<file path="config.mk">
export PLATFORM = sky130hd
export DESIGN_NAME = pipe_hazard_scoreboard
export DESIGN_NICKNAME = d
export VERILOG_FILES = /design/src/rtl/pipe_hazard_scoreboard.sv
export SDC_FILE = /design/constraint.sdc
export NUM_CORES = 1
export LEC_CHECK = 0
export ABC_AREA = 1
export CAP_MARGIN = 5
export CORE_ASPECT_RATIO = 0.75
export CORE_MARGIN = 2
export CORE_UTILIZATION = 30
export CTS_BUF_LIST = sky130_fd_sc_hd__clkbuf_8 sky130_fd_sc_hd__clkbuf_16
export DETAILED_ROUTE_END_ITERATION = 8
export MAX_ROUTING_LAYER = met4
export PLACE_DENSITY = 0.53
export SKIP_LAST_GASP = 1
export SYNTH_ARGS = -nofsm -noshare
export SYNTH_HDL_FRONTEND = slang
export SYNTH_SLANG_ARGS = --single-unit
export TNS_END_PERCENT = 50
</file>
<file path="constraint.sdc">
create_clock -name clk -period 5.4 [get_ports clk]
set_input_delay 1.62 -clock clk [delete_from_list [all_inputs] [get_ports clk]]
set_output_delay 1.62 -clock clk [all_outputs]
set_load 0.005 [all_outputs]
</file>
<file path="src/rtl/pipe_hazard_scoreboard.sv">
// pipe_hazard_scoreboard: tracks in-flight destination registers after decode,
// raising the load-use stall, EX operand forwarding selects, decode write-back
// bypass selects and squashing young slots on a taken branch.
module pipe_hazard_scoreboard #(
    parameter int unsigned N          = 32,
    parameter int unsigned DEPTH      = 3,
    parameter int unsigned KILL_SLOTS = 1,
    localparam int unsigned RW = $clog2(N),
    localparam int unsigned SW = ($clog2(DEPTH) < 1) ? 1 : $clog2(DEPTH)
) (
    input  logic          clk,
    input  logic          rst,
    input  logic          hold,
    input  logic          flush,
    input  logic          id_valid,
    input  logic [RW-1:0] id_rs1,
    input  logic [RW-1:0] id_rs2,
    input  logic          id_use_rs1,
    input  logic          id_use_rs2,
    input  logic [RW-1:0] id_rd,
    input  logic          id_reg_write,
    input  logic [SW-1:0] id_lat,
    output logic          stall,
    output logic [SW-1:0] fwd_a,
    output logic [SW-1:0] fwd_b,
    output logic          id_byp_a,
    output logic          id_byp_b,
    output logic          ex_valid
);

    typedef struct packed {
        logic          valid;
        logic          wr;
        logic [RW-1:0] rd;
        logic [SW-1:0] lat;
        logic [RW-1:0] rs1;
        logic [RW-1:0] rs2;
        logic          use1;
        logic          use2;
    } slot_t;

    slot_t         slot_q [DEPTH];
    slot_t         slot_d [DEPTH];
    slot_t         issue_c;
    logic [SW-1:0] lat_c;
    logic          haz_a_c, haz_b_c;
    logic          hit_a_c, hit_b_c;
    logic          byp_a_c, byp_b_c;
    logic          stall_c;
    logic [SW-1:0] fwd_a_c, fwd_b_c;
    logic          fnd_a_c, fnd_b_c;

    // A slot produces a value the consumer needs for source src
    function automatic logic producer_match(input slot_t s, input logic [RW-1:0] src,
                                            input logic use_src);
        return s.valid && s.wr && (s.rd == src) && (s.rd != '0) && use_src;
    endfunction

    // Normalise result latency: 0 means ALU, anything past MEM/WB saturates
    always_comb begin
        lat_c = id_lat;
        if (id_lat == '0) begin
            lat_c = SW'(1);
        end else if (id_lat > SW'(DEPTH - 1)) begin
            lat_c = SW'(DEPTH - 1);
        end
    end

    // Payload entering slot 0 when decode issues
    always_comb begin
        issue_c       = '0;
        issue_c.valid = 1'b1;
        issue_c.wr    = id_reg_write;
        issue_c.rd    = id_rd;
        issue_c.lat   = lat_c;
        issue_c.rs1   = id_rs1;
        issue_c.rs2   = id_rs2;
        issue_c.use1  = id_use_rs1;
        issue_c.use2  = id_use_rs2;
    end

    // Decode hazard and bypass: only the youngest matching producer counts
    always_comb begin
        haz_a_c = 1'b0;
        haz_b_c = 1'b0;
        hit_a_c = 1'b0;
        hit_b_c = 1'b0;
        byp_a_c = 1'b0;
        byp_b_c = 1'b0;
        for (int unsigned j = 0; j < DEPTH; j++) begin
            if (!hit_a_c && producer_match(slot_q[j], id_rs1, id_use_rs1)) begin
                hit_a_c = 1'b1;
                haz_a_c = (j <= DEPTH - 2) && (j + 1 < 32'(slot_q[j].lat));
                byp_a_c = (j == DEPTH - 1);
            end
            if (!hit_b_c && producer_match(slot_q[j], id_rs2, id_use_rs2)) begin
                hit_b_c = 1'b1;
                haz_b_c = (j <= DEPTH - 2) && (j + 1 < 32'(slot_q[j].lat));
                byp_b_c = (j == DEPTH - 1);
            end
        end
        stall_c = id_valid && (haz_a_c || haz_b_c) && !flush;
    end

    // EX forwarding for the slot-0 instruction from the nearest older producer
    always_comb begin
        fwd_a_c = '0;
        fwd_b_c = '0;
        fnd_a_c = 1'b0;
        fnd_b_c = 1'b0;
        for (int unsigned j = 1; j < DEPTH; j++) begin
            if (slot_q[0].valid && !fnd_a_c &&
                producer_match(slot_q[j], slot_q[0].rs1, slot_q[0].use1)) begin
                fnd_a_c = 1'b1;
                fwd_a_c = SW'(j);
            end
            if (slot_q[0].valid && !fnd_b_c &&
                producer_match(slot_q[j], slot_q[0].rs2, slot_q[0].use2)) begin
                fnd_b_c = 1'b1;
                fwd_b_c = SW'(j);
            end
        end
    end

    // Next slot contents: shift, issue or bubble, flush kills young slots, hold freezes
    always_comb begin
        for (int unsigned j = 0; j < DEPTH; j++) begin
            slot_d[j] = slot_q[j];
        end
        if (!hold) begin
            for (int unsigned j = 1; j < DEPTH; j++) begin
                slot_d[j] = slot_q[SW'(j - 1)];
                if (flush && (j < KILL_SLOTS)) begin
                    slot_d[j] = '0;
                end
            end
            slot_d[0] = '0;
            if (id_valid && !stall_c && !flush) begin
                slot_d[0] = issue_c;
            end
        end
    end

    // Slot register with asynchronous clear
    always_ff @(posedge clk or posedge rst) begin
        if (rst) begin
            for (int unsigned j = 0; j < DEPTH; j++) begin
                slot_q[j] <= '0;
            end
        end else begin
            for (int unsigned j = 0; j < DEPTH; j++) begin
                slot_q[j] <= slot_d[j];
            end
        end
    end

    // Drive ports
    always_comb begin
        stall    = stall_c;
        fwd_a    = fwd_a_c;
        fwd_b    = fwd_b_c;
        id_byp_a = byp_a_c;
        id_byp_b = byp_b_c;
        ex_valid = slot_q[0].valid;
    end

endmodule

</file>
==> qor.txt, run 1 <==
result of the run - finished, final reports clean
average cell area after synthesis - 7.25 um^2
crit path capture type - primary output
first-pass iteration count of the detailed router - 4
total negative slack for setup checks - 0 ns
Initial Utilization - 31.0%
area of all placed cells without fillers - 2990 um^2
post-synth top area share - 37.7%
classification of the worst-slack hold path - reg2reg
Die ar. - 8940 um^2
proportion of layout cells with a drive suffix above 1 - 9.19%
Critical path origin - id_rs1[0]
Peak supply drop - 0.0000958 V
syn_nets - 364
timing-limited maximum frequency - 192 MHz
drt total wl - 7.35 mm
Clk Latency, worst-skew pair - 0.30 ns
number of antenna diodes - 0
unrepaired setup endpoints after global routing - no
total count of max-transition violations in the final report - 0
die height - 82.4 um
delay-heaviest family, CP - buffers and inverters
sum of net half-perimeters after detailed placement - 5.58 mm
count of max-cap constraint violations - 0
Critical Path Stages - 10
register area share after synthesis - 37.7%
number of filler cells placed in the layout - 874
synthesized instance count - 339
number of cells on the worst reg-to-reg path - 10
number of synthesized register bits - 37
ranking of synthesized cells by area - sky130_fd_sc_hd__dfrtp_1 38%, sky130_fd_sc_hd__nand2_1 16%, sky130_fd_sc_hd__nand4_1 6.6%
TritonCTS clock tree - yes
cell with the largest stage delay on the worst path - sky130_fd_sc_hd__clkdlybuf4s50_1
number of warnings issued by yosys - 0
count of port buffers added during placement - 31
CTS clk-pin slew, worst paths - 0.08 ns
GRT Overall Usage - 18.4%
number of global-route vias before repair - 2210
maximum level of the CTS H-tree - 2
setup slack on the worst flop-to-flop path - 3.57 ns
overall power consumption - 0.754 mW
Post CTS Setup Buffer Count - 0
count of different cell masters after synthesis - 30
cell at the root of the clock tree - sky130_fd_sc_hd__clkbuf_8
Cell Area, Synth - 2460 um^2
Critical Path Start Type - input port
Avg Vias per Cell - 5.00
maximum number of buffers from clock root to sink - 2
# hold bufs at CTS - 0
horizontal die dimension - 109 um
Largest stage delay, worst path - 0.56 ns
startpoint of the worst-slack reg-to-reg timing path - slot_q[36]
instance area after placement - 2860 um^2
Initial DRC Count - 172
number of setup violations in the final report - 0
worst-path maximum fanout - 5
leakage power - 1.38 nW
maximum clock skew at final layout - 0.00845 ns
Worst Hold Slack - 0.485 ns
critical path capture point - stall
Routed wire per std cell - 15.5 um
total power divided by cell area - 252 nW/um^2
type of the worst setup path - in2out
net count reported at finish - 394
endpoint of the worst-slack reg-to-reg timing path - slot_q[51]
initial antenna violation count - 0
most common cell type on the critical path - sky130_fd_sc_hd__nand2_1
Final Hold Fails - 0
ordered cell list for the critical path - clkdlybuf4s50_1 -> inv_1 -> nand2_1 -> nand4_1 -> nor2_2 -> nand2_1 -> nand2_1 -> nand2_2 -> a21oi_2 -> clkdlybuf4s50_1
pin count of the biggest net entering global routing - 38
required time at the endpoint of the critical path - 3.78 ns
final routed DRC violation total - 0
vias after detailed routing - 2377
final period utilization - 96.3%
most area-hungry cell type in the Yosys netlist - sky130_fd_sc_hd__dfrtp_1
relative max-transition margin - 45.2%
num ports - 33
core region area - 7920 um^2
number of clock buffers inserted by TritonCTS - 5
slew at the pin closest to its max-slew limit - 0.819 ns
sink count of the clock tree - 37
post-cts gate resize count - 0
routability-driven placement congestion ratio - 0.936
worst endpoint data arrival time - 3.58 ns
worst path buffer plus inverter count - 3
first-pass GRT wire length - 12.0 mm
number of nets still failing antenna checks after routing - 0
Core Rows - 28
time the final worst path needs with I/O delays and setup - 5.20 ns
growth of design area from synthesis to finish - 21.6%
GR Overflow Total - 0
==> registers in the layout, indices dropped and copies added, names as in the netlist <==
name,count
ex_valid,1
slot_q,36
==> area by class of cell <==
type	count	area (um^2)	share of cell area [%]
Sequential cell	37	926	31.0
Timing Repair Buffer	40	378	12.6
Tap cell	105	131	4.40
Clock buffer	5	68.8	2.30
Inverter	38	145	4.86
Multi-Input combinational cell	247	1270	42.7
Clock inverter	3	65.1	2.18
==> placed cells by master (no fill, tap or decap), types with 6 or more instances in the layout <==
cell type / instances
sky130_fd_sc_hd__buf_4: 9
sky130_fd_sc_hd__clkdlybuf4s50_1: 31
sky130_fd_sc_hd__dfrtp_1: 37
sky130_fd_sc_hd__inv_1: 32
sky130_fd_sc_hd__nand2_1: 108
sky130_fd_sc_hd__nand3_1: 12
sky130_fd_sc_hd__nand4_1: 26
sky130_fd_sc_hd__nor2_1: 24
sky130_fd_sc_hd__nor3_1: 6
sky130_fd_sc_hd__o21ai_0: 18
sky130_fd_sc_hd__xnor2_1: 17
sky130_fd_sc_hd__xor2_1: 9
==> metrics by stage <==
step / instances / worst slack (ns) / util, %
2_1_floorplan: 339 / 1.31 / -
3_3_place_gp: 467 / 0.197 / 36.1
3_5_place_dp: 467 / 0.206 / 36.1
4_1_cts: 475 / 0.212 / 37.8
5_1_grt: 475 / 0.0915 / 37.8
6_report: 475 / 0.202 / 37.8
==> cells by family (layout without fill, tap and decap cells) <==
logic type | count (synthesis) | after routing | share of synthesized area (%)
and+or+nand+nor | 188 | 188 | 34.3
buffers and inverters | 55 | 86 | 10.4
DFF | 37 | 37 | 37.7
AOI/OAI and AO/OA | 33 | 33 | 8.30
xor gates and xnor gates | 26 | 26 | 9.27
==> how the worst min path moves through the flow <==
| stage | start | end | depth (start not counted) |
|---|---|---|---|
| 2_1_floorplan | slot_q[54] | slot_q[33] | 2 |
| 3_3_place_gp | slot_q[54] | slot_q[33] | 2 |
| 3_5_place_dp | slot_q[54] | slot_q[33] | 2 |
| 4_1_cts | slot_q[54] | slot_q[33] | 2 |
| 5_1_grt | slot_q[54] | slot_q[33] | 2 |
| 6_report | slot_q[54] | slot_q[33] | 2 |
==> routing by layer <==
| metal | share of wire [%] | track usage, % | routed length [um] |
|---|---|---|---|
| met1 | 52 | 27.3 | 3810 |
| met5 | 0 | - | 0 |
| met2 | 42 | 26.3 | 3090 |
| met4 | 0.80 | 3.46 | 59 |
| met3 | 5.3 | 3.14 | 391 |
==> Yosys cell counts (all sizes together) <==
master     n
clkbuf     9
a221oi     1
o221a      1
a21oi      5
inv       37
xor2       9
nor4       1
nand4     27
nor3b      1
nor2      29
xnor2     17
buf        8
dfrtp     37
nand3     14
o221ai     1
o22ai      2
o2111ai    5
clkinv     1
nor3       6
o21ai     18
nand2    110
==> worst reg2reg max path: cells and delay by family, from the launching register on <==
family | cells | cell delay, ns
and+or+nand+nor | 8 | 0.81
DFF | 1 | 0.53
buffers and inverters | 2 | 0.43
==> where the power goes <==
part / total, mW / internal [mW] / switching, mW
logic: 0.136 / 0.0596 / 0.0763
clock network: 0.295 / 0.184 / 0.111
registers: 0.323 / 0.295 / 0.0285
Note: power is estimated with default switching activity, not from simulation.
==> run 2: changes to the inputs <==
HOLD_SLACK_MARGIN = 0.03   (was unset)
==> results of run 2 <==
No change in the layout: final DEF, timing and power equal those of run 1.
